### config.mk
export PLATFORM = sky130hd
export DESIGN_NAME = booth_mac_accumulator_flat
export DESIGN_NICKNAME = d
export VERILOG_FILES = /design/src/rtl/booth_mac_accumulator_pkg.sv /design/src/rtl/booth_mac_accumulator_if.sv /design/src/rtl/booth_mac_accumulator_sat_adder.sv /design/src/rtl/booth_mac_accumulator.sv /design/src/flat_wrapper.sv
export SDC_FILE = /design/constraint.sdc
export NUM_CORES = 1
export LEC_CHECK = 0
export CAP_MARGIN = 20
export CELL_PAD_IN_SITES_DETAIL_PLACEMENT = 1
export CELL_PAD_IN_SITES_GLOBAL_PLACEMENT = 1
export CORE_MARGIN = 2
export CORE_UTILIZATION = 40
export CTS_BUF_LIST = sky130_fd_sc_hd__clkbuf_4 sky130_fd_sc_hd__clkbuf_8 sky130_fd_sc_hd__clkbuf_16
export DETAILED_ROUTE_END_ITERATION = 10
export PLACE_DENSITY_LB_ADDON = 0.1
export SYNTH_ARGS = -nofsm -noshare
export SYNTH_HDL_FRONTEND = slang
export SYNTH_HIERARCHICAL = 1
export SYNTH_SLANG_ARGS = --single-unit
### constraint.sdc
create_clock -name clk -period 4.1 [get_ports clk]
set_input_delay 0.82 -clock clk [delete_from_list [all_inputs] [get_ports clk]]
set_output_delay 0.82 -clock clk [all_outputs]
set_load 0.02 [all_outputs]
### src/rtl/booth_mac_accumulator_pkg.sv
// Shared constants for the Booth MAC accumulator: FSM state codes,
// saturation bounds at the default accumulator width, and job-length decoding.
package booth_mac_accumulator_pkg;

    typedef logic [2:0] state_t;

    localparam state_t S_IDLE   = 3'd0;
    localparam state_t S_ARM    = 3'd1;
    localparam state_t S_GUARD  = 3'd2;
    localparam state_t S_WAIT   = 3'd3;
    localparam state_t S_SETTLE = 3'd4;
    localparam state_t S_ACC    = 3'd5;
    localparam state_t S_DONE   = 3'd6;

    localparam int ACC_W_DEF = 40;

    localparam logic [ACC_W_DEF-1:0] ACC_MAX =
        {1'b0, {(ACC_W_DEF-1){1'b1}}};
    localparam logic [ACC_W_DEF-1:0] ACC_MIN =
        {1'b1, {(ACC_W_DEF-1){1'b0}}};

    // A len of 0 encodes 256 products, so counts need one extra bit.
    localparam int CNT_W = 9;

    function automatic logic [CNT_W-1:0] len_decode(
        input logic [7:0] l
    );
        return (l == 8'd0) ? CNT_W'(256) : CNT_W'(l);
    endfunction

endpackage

### src/rtl/booth_mac_accumulator_if.sv
// Result port bundle: valid/ready handshake carrying sum and status flags.
// master drives res_valid/res_data/res_sat/res_err; slave drives res_ready.
interface booth_mac_accumulator_if
    import booth_mac_accumulator_pkg::*;
#(
    parameter int ACC_W = ACC_W_DEF
);
    logic             res_valid;
    logic             res_ready;
    logic [ACC_W-1:0] res_data;
    logic             res_sat;
    logic             res_err;

    modport master (
        output res_valid,
        output res_data,
        output res_sat,
        output res_err,
        input  res_ready
    );

    modport slave (
        input  res_valid,
        input  res_data,
        input  res_sat,
        input  res_err,
        output res_ready
    );
endinterface

### src/rtl/booth_mac_accumulator_sat_adder.sv
// Combinational signed add of a sign-extended B_W operand into an A_W value,
// clamping to the signed range. Ports: i_a, i_b in; o_sum, o_sat out.
module sat_adder
    import booth_mac_accumulator_pkg::*;
#(
    parameter int A_W = ACC_W_DEF,
    parameter int B_W = 32
) (
    input  logic [A_W-1:0] i_a,
    input  logic [B_W-1:0] i_b,
    output logic [A_W-1:0] o_sum,
    output logic           o_sat
);
    localparam logic [A_W-1:0] L_MAX = {1'b0, {(A_W-1){1'b1}}};
    localparam logic [A_W-1:0] L_MIN = {1'b1, {(A_W-1){1'b0}}};

    logic [A_W-1:0] w_b_ext;
    logic [A_W-1:0] w_raw;
    logic           w_pos;
    logic           w_neg;

    assign w_b_ext = {{(A_W-B_W){i_b[B_W-1]}}, i_b};
    assign w_raw   = i_a + w_b_ext;

    // Overflow only when both operands share a sign the result lacks.
    assign w_pos = ~i_a[A_W-1] & ~w_b_ext[A_W-1] & w_raw[A_W-1];
    assign w_neg = i_a[A_W-1] & w_b_ext[A_W-1] & ~w_raw[A_W-1];

    always_comb begin
        o_sum = w_raw;
        unique case (1'b1)
            w_pos:   o_sum = L_MAX;
            w_neg:   o_sum = L_MIN;
            default: o_sum = w_raw;
        endcase
    end

    assign o_sat = w_pos | w_neg;
endmodule

### src/rtl/booth_mac_accumulator.sv
// Sequences the Booth core per product (reset pulse, wait done, capture) and
// accumulates with saturation. Ports: clk, reset (sync, active-low), i_start,
// i_len, i_prod_in, i_prod_done, o_core_rst_n, o_op_req, o_busy, res (master).
module booth_mac_accumulator
    import booth_mac_accumulator_pkg::*;
#(
    parameter int N       = 16,
    parameter int ACC_W   = ACC_W_DEF,
    parameter int TIMEOUT = 64
) (
    input  logic           clk,
    input  logic           reset,
    input  logic           i_start,
    input  logic [7:0]     i_len,
    input  logic [2*N-1:0] i_prod_in,
    input  logic           i_prod_done,
    output logic           o_core_rst_n,
    output logic           o_op_req,
    output logic           o_busy,
    booth_mac_accumulator_if.master res
);
    localparam int TMO_W = $clog2(TIMEOUT) + 1;

    state_t           r_state;
    state_t           w_next;
    logic [CNT_W-1:0] r_len;
    logic [CNT_W-1:0] r_cnt;
    logic [CNT_W-1:0] w_cnt_inc;
    logic [TMO_W-1:0] r_tmo;
    logic             w_tmo_end;
    logic [2*N-1:0]   r_prod_q;
    logic [ACC_W-1:0] r_acc;
    logic [ACC_W-1:0] w_sum;
    logic             w_ovf;
    logic             r_sat;
    logic             r_err;
    logic             r_core_rst_n;
    logic             w_busy;
    logic             w_valid;
    logic             w_crn_nxt;

    assign w_cnt_inc = r_cnt + CNT_W'(1);
    assign w_tmo_end = (r_tmo == TMO_W'(TIMEOUT-1));

    sat_adder #(
        .A_W (ACC_W),
        .B_W (2*N)
    ) u_add (
        .i_a   (r_acc),
        .i_b   (r_prod_q),
        .o_sum (w_sum),
        .o_sat (w_ovf)
    );

    always_ff @(posedge clk) begin
        if (!reset) begin
            r_state <= S_IDLE;
        end else begin
            r_state <= w_next;
        end
    end

    always_comb begin
        w_next = r_state;
        unique case (r_state)
            S_IDLE:   if (i_start) w_next = S_ARM;
            S_ARM:    w_next = S_GUARD;
            S_GUARD:  w_next = S_WAIT;
            S_WAIT: begin
                if (i_prod_done) w_next = S_SETTLE;
                else if (w_tmo_end) w_next = S_DONE;
            end
            S_SETTLE: w_next = S_ACC;
            S_ACC: begin
                if (w_cnt_inc == r_len) w_next = S_DONE;
                else w_next = S_ARM;
            end
            S_DONE:   if (res.res_ready) w_next = S_IDLE;
            default:  w_next = S_IDLE;
        endcase
    end

    // Core reset is registered from the next state so it is glitch-free
    // and exactly one cycle long, aligned with ARM.
    always_comb begin
        w_busy    = (r_state != S_IDLE);
        w_valid   = (r_state == S_DONE);
        w_crn_nxt = (w_next != S_ARM);
    end

    always_ff @(posedge clk) begin
        if (!reset) begin
            r_len        <= '0;
            r_cnt        <= '0;
            r_tmo        <= '0;
            r_prod_q     <= '0;
            r_acc        <= '0;
            r_sat        <= 1'b0;
            r_err        <= 1'b0;
            r_core_rst_n <= 1'b0;
        end else begin
            r_core_rst_n <= w_crn_nxt;
            case (r_state)
                S_IDLE: begin
                    if (i_start) begin
                        r_len <= len_decode(i_len);
                        r_cnt <= '0;
                        r_acc <= '0;
                        r_sat <= 1'b0;
                        r_err <= 1'b0;
                    end
                end
                S_GUARD: r_tmo <= '0;
                S_WAIT: begin
                    r_tmo <= r_tmo + TMO_W'(1);
                    if (!i_prod_done && w_tmo_end) begin
                        r_err <= 1'b1;
                    end
                end
                S_SETTLE: r_prod_q <= i_prod_in;
                S_ACC: begin
                    r_acc <= w_sum;
                    r_cnt <= w_cnt_inc;
                    if (w_ovf) r_sat <= 1'b1;
                end
                default: ;
            endcase
        end
    end

    assign o_core_rst_n  = r_core_rst_n;
    assign o_op_req      = ~r_core_rst_n;
    assign o_busy        = w_busy;
    assign res.res_valid = w_valid;
    assign res.res_data  = r_acc;
    assign res.res_sat   = r_sat;
    assign res.res_err   = r_err;
endmodule

### src/flat_wrapper.sv
// flat-port wrapper written by rule: the top's interface ports become plain ports
module booth_mac_accumulator_flat import booth_mac_accumulator_pkg::*;
#(
    parameter int N       = 16,
    parameter int ACC_W   = ACC_W_DEF,
    parameter int TIMEOUT = 64
)
  (clk, reset, i_start, i_len, i_prod_in, i_prod_done, o_core_rst_n, o_op_req, o_busy, res_res_valid, res_res_data, res_res_sat, res_res_err, res_res_ready);
  booth_mac_accumulator_if #(.ACC_W(ACC_W)) res_i ();
  input  logic clk;
  input  logic reset;
  input  logic i_start;
  input  logic [7:0] i_len;
  input  logic [2*N-1:0] i_prod_in;
  input  logic i_prod_done;
  output logic o_core_rst_n;
  output logic o_op_req;
  output logic o_busy;
  output wire logic [$bits(res_i.res_valid)-1:0] res_res_valid;
  output wire logic [$bits(res_i.res_data)-1:0] res_res_data;
  output wire logic [$bits(res_i.res_sat)-1:0] res_res_sat;
  output wire logic [$bits(res_i.res_err)-1:0] res_res_err;
  input wire logic [$bits(res_i.res_ready)-1:0] res_res_ready;
  assign res_res_valid = res_i.res_valid;
  assign res_res_data = res_i.res_data;
  assign res_res_sat = res_i.res_sat;
  assign res_res_err = res_i.res_err;
  assign res_i.res_ready = res_res_ready;
  booth_mac_accumulator #(.N(N), .ACC_W(ACC_W), .TIMEOUT(TIMEOUT)) u_core (.clk(clk), .reset(reset), .i_start(i_start), .i_len(i_len), .i_prod_in(i_prod_in), .i_prod_done(i_prod_done), .o_core_rst_n(o_core_rst_n), .o_op_req(o_op_req), .o_busy(o_busy), .res(res_i));
endmodule
==> flow_summary.toml <==
[synthesis]
ys_warn_count = 6
synthCells = 899
synth_enable_flop_cells = 0
synthAdderAreaFrac_pct = 8.08
ys_ff_latch = 103
yosysSeqAreaShare_pct = 29.8
yosysTopAreaCellShare_pct = 29.8
synthArstFlopShare_pct = 0
synth_nets = 988
synthXorXnorAreaFrac_pct = 6.09
synthTopCellsByCount = "nand2_1, dfxtp_1, o21ai_0"
synth_top_family_by_area = "compound AO/OA/AOI/OAI gates"
synth_ff_type = "dfxtp_1"
synth_compound_area_share_pct = 27.1
synthSimpleGateAreaFrac_pct = 23.7
yosysMostFrequentCell = "nand2_1"
syn_avg_cell_area_um2 = 7.68
synth_largest_area_cell = "dfxtp_1"
synth_area_leaders = "dfxtp_1, nand2_1, ha_1"
syn_area_um2 = 6910
muxShareOfSynthArea_pct = 0.217
yosysUniqueCellTypes = 75

[clocking]
clk_pin_slew_worst_paths_ns = 0.07
cts_resized = 0
cts_buffers = 9
cts_tree = "yes"
hold_buffers = 0
root_buffer = "clkbuf_16"
clk_path_buf_depth = 2
cts.sinks = 103
clk_latency_ns = 0.36
htreeDepth = 3
postCtsSetupBuffers = 0

[critical_path]
r2r_start = "u_core/res.res_data[4]"
critPathLaunchType = "register"
path_cells = "ha_1 > a21o_1 > a31o_2 > a31oi_1 > a21oi_2 > o21bai_2 > o221a_4 > or4_1 > nand3_2 > buf_4 > o21ai_0 > nand2_1 > a21boi_1"
critical_path.max_stage_delay_ns = 0.42
critPathRequiredTime_ns = 4.38
end_kind = "register"
critPathArrivalTime_ns = 3.79
crit_type = "reg2reg"
cp_max_fo = 27
crit_family = "compound AO/OA/AOI/OAI gates"
slowest_stage = "nand3_2"
crit_buf_inv = 1
crit_start = "u_core/res.res_data[4]"

[timing]
hold_viol = 0
fin_setup_tns_ns = 0
finClkSkew_ns = 0.00963
relSlewSlack_pct = 25.0
fmax_ghz = 0.285
timing.final.crit_period_ns = 3.51
slew_violations = 0
finalCritPeriodShare_pct = 85.6
finalSetupViolations = 0
worst_pin_slew_ns = 1.13
rsz0062_at_grt = "no"

[power]
power_leakage_nw = 3.05
p_per_area_nw_per_um2 = 273
ir_drop_uv = 209

[floorplanning]
core_area_um2 = 17100
start_util_pct = 40.4
die_width_um = 135
rows = 48
die_area_um2 = 18300
die_h_um = 135
ios = 91

[cells_and_area]
utilization_pct = 48.3
nets = 1048
antenna_cells = 0
area_growth_pct = 19.7
layout.cells.non_filler = 1189
drive_gt1_share_pct = 5.81

[drt]
viasPerCell = 5.57
drt_iter0_markers = 334
routed_wl_um = 20300
drt.antenna.violating_nets = 0
route.detailed.drc = 0
dr.pass1.iters = 5
vias = 6623
wl_per_cell_um = 17.0

[min_path]
min_from = "u_core/r_prod_q[8]"
hold_class = "reg2reg"

[global_routing]
grt_max_degree = 52
antenna_found_initial = 0
gr-total-overflow = 0
grt_pass1_vias = 6551
grt_pass1_wl_um = 33800
globalRouteTotalUtil_pct = 22.8

[job]
cap_violations = 0

[run_status]
status = "finished clean"

[place]
globalplace.congestion = 0.842
dp_hpwl_um = 14500
placedCellCount = 1173
port_buffers = 90
[final cells by class]
class | instances | area, µm²
clock buffer | 9 | 225
clock inverter | 7 | 126
fill | 2110 | 8840
inverter | 22 | 82.6
multi-input combinational | 722 | 4520
sequential | 103 | 2060
tap | 225 | 282
timing repair buffer | 101 | 978
[report_power, final]
part           total [W]  internal [W]  switching [W]  leakage, nW
Clock            0.00104      0.000607       0.000434        0.169
Sequential       0.00103       0.00101      0.0000160        0.831
Combinational   0.000191     0.0000895       0.000101         2.05
[metrics by stage]
stage,setup WS [ns],total power (W),instance area (µm²),hold slack [ns]
after floorplan,1.06,0.00116,6910,0.439
after global placement,0.770,0.00124,7920,0.454
after detailed placement,0.614,0.00125,7920,0.459
after CTS,0.580,0.00228,8270,0.469
after global routing,0.264,0.00233,8270,0.495
final,0.590,0.00226,8270,0.463
[kinds of logic (layout without fill, tap and decap cells)]
| kind of cell | after synthesis | count (layout) |
|---|---|---|
| buffers and inverters | 74 | 139 |
| flip-flops | 103 | 103 |
| multiplexers | 1 | 1 |
| XOR/XNOR | 48 | 48 |
| adder cells (fa/ha/maj) | 44 | 44 |
| AO/OA/AOI/OAI | 279 | 279 |
| AND/OR/NAND/NOR | 350 | 350 |
[placed cells by master, fill, tap and decap left out, types with 10 or more instances in the layout]
| cell type | n |
|---|---|
| nand2_1 | 173 |
| dfxtp_1 | 103 |
| clkdlybuf4s50_1 | 89 |
| o21ai_0 | 74 |
| nand3_1 | 60 |
| a21boi_1 | 57 |
| a21oi_1 | 45 |
| ha_1 | 43 |
| nor2_1 | 31 |
| a21boi_0 | 29 |
| xor2_1 | 25 |
| xnor2_1 | 23 |
| inv_1 | 20 |
| o21a_1 | 13 |
| nor3_1 | 11 |
| and2_1 | 11 |
| nand4_1 | 11 |
| buf_4 | 11 |
| nor2b_1 | 10 |
[worst paths after layout]
check	to	slack [ns]	cells past startpoint
min reg2reg	u_core/r_prod_q[8]	0.46	2
max	u_core/res.res_data[5]	0.59	13
min	u_core/r_prod_q[8]	0.46	2
max reg2reg	u_core/res.res_data[5]	0.59	13
[metal layers]
metal  up-vias  global-route usage [%]  wire length [µm]
met2       109                    35.0              8740
met5         -                       0                 0
met1      3212                    33.2             10600
met3        11                    3.59               690
met4         0                    6.08               205
li1       3291                       -                 -
[worst register-to-register path: stages (launching register included)]
cell and delay (ns):
dfxtp_1 0.34, ha_1 0.37, a21o_1 0.22, a31o_2 0.21
a31oi_1 0.36, a21oi_2 0.12, o21bai_2 0.24, o221a_4 0.27
or4_1 0.13, nand3_2 0.42, buf_4 0.37, o21ai_0 0.20
nand2_1 0.07, a21boi_1 0.13
[sequential cells by signal, indices dropped and copies added (netlist names)]
signal	cells
u_core/o_core_rst_n	1
u_core/r_cnt	9
u_core/r_len	9
u_core/r_prod_q	32
u_core/r_state	3
u_core/r_tmo	7
u_core/res.res_data	40
u_core/res.res_err	1
u_core/res.res_sat	1
Power figures use the tool's default switching activity.
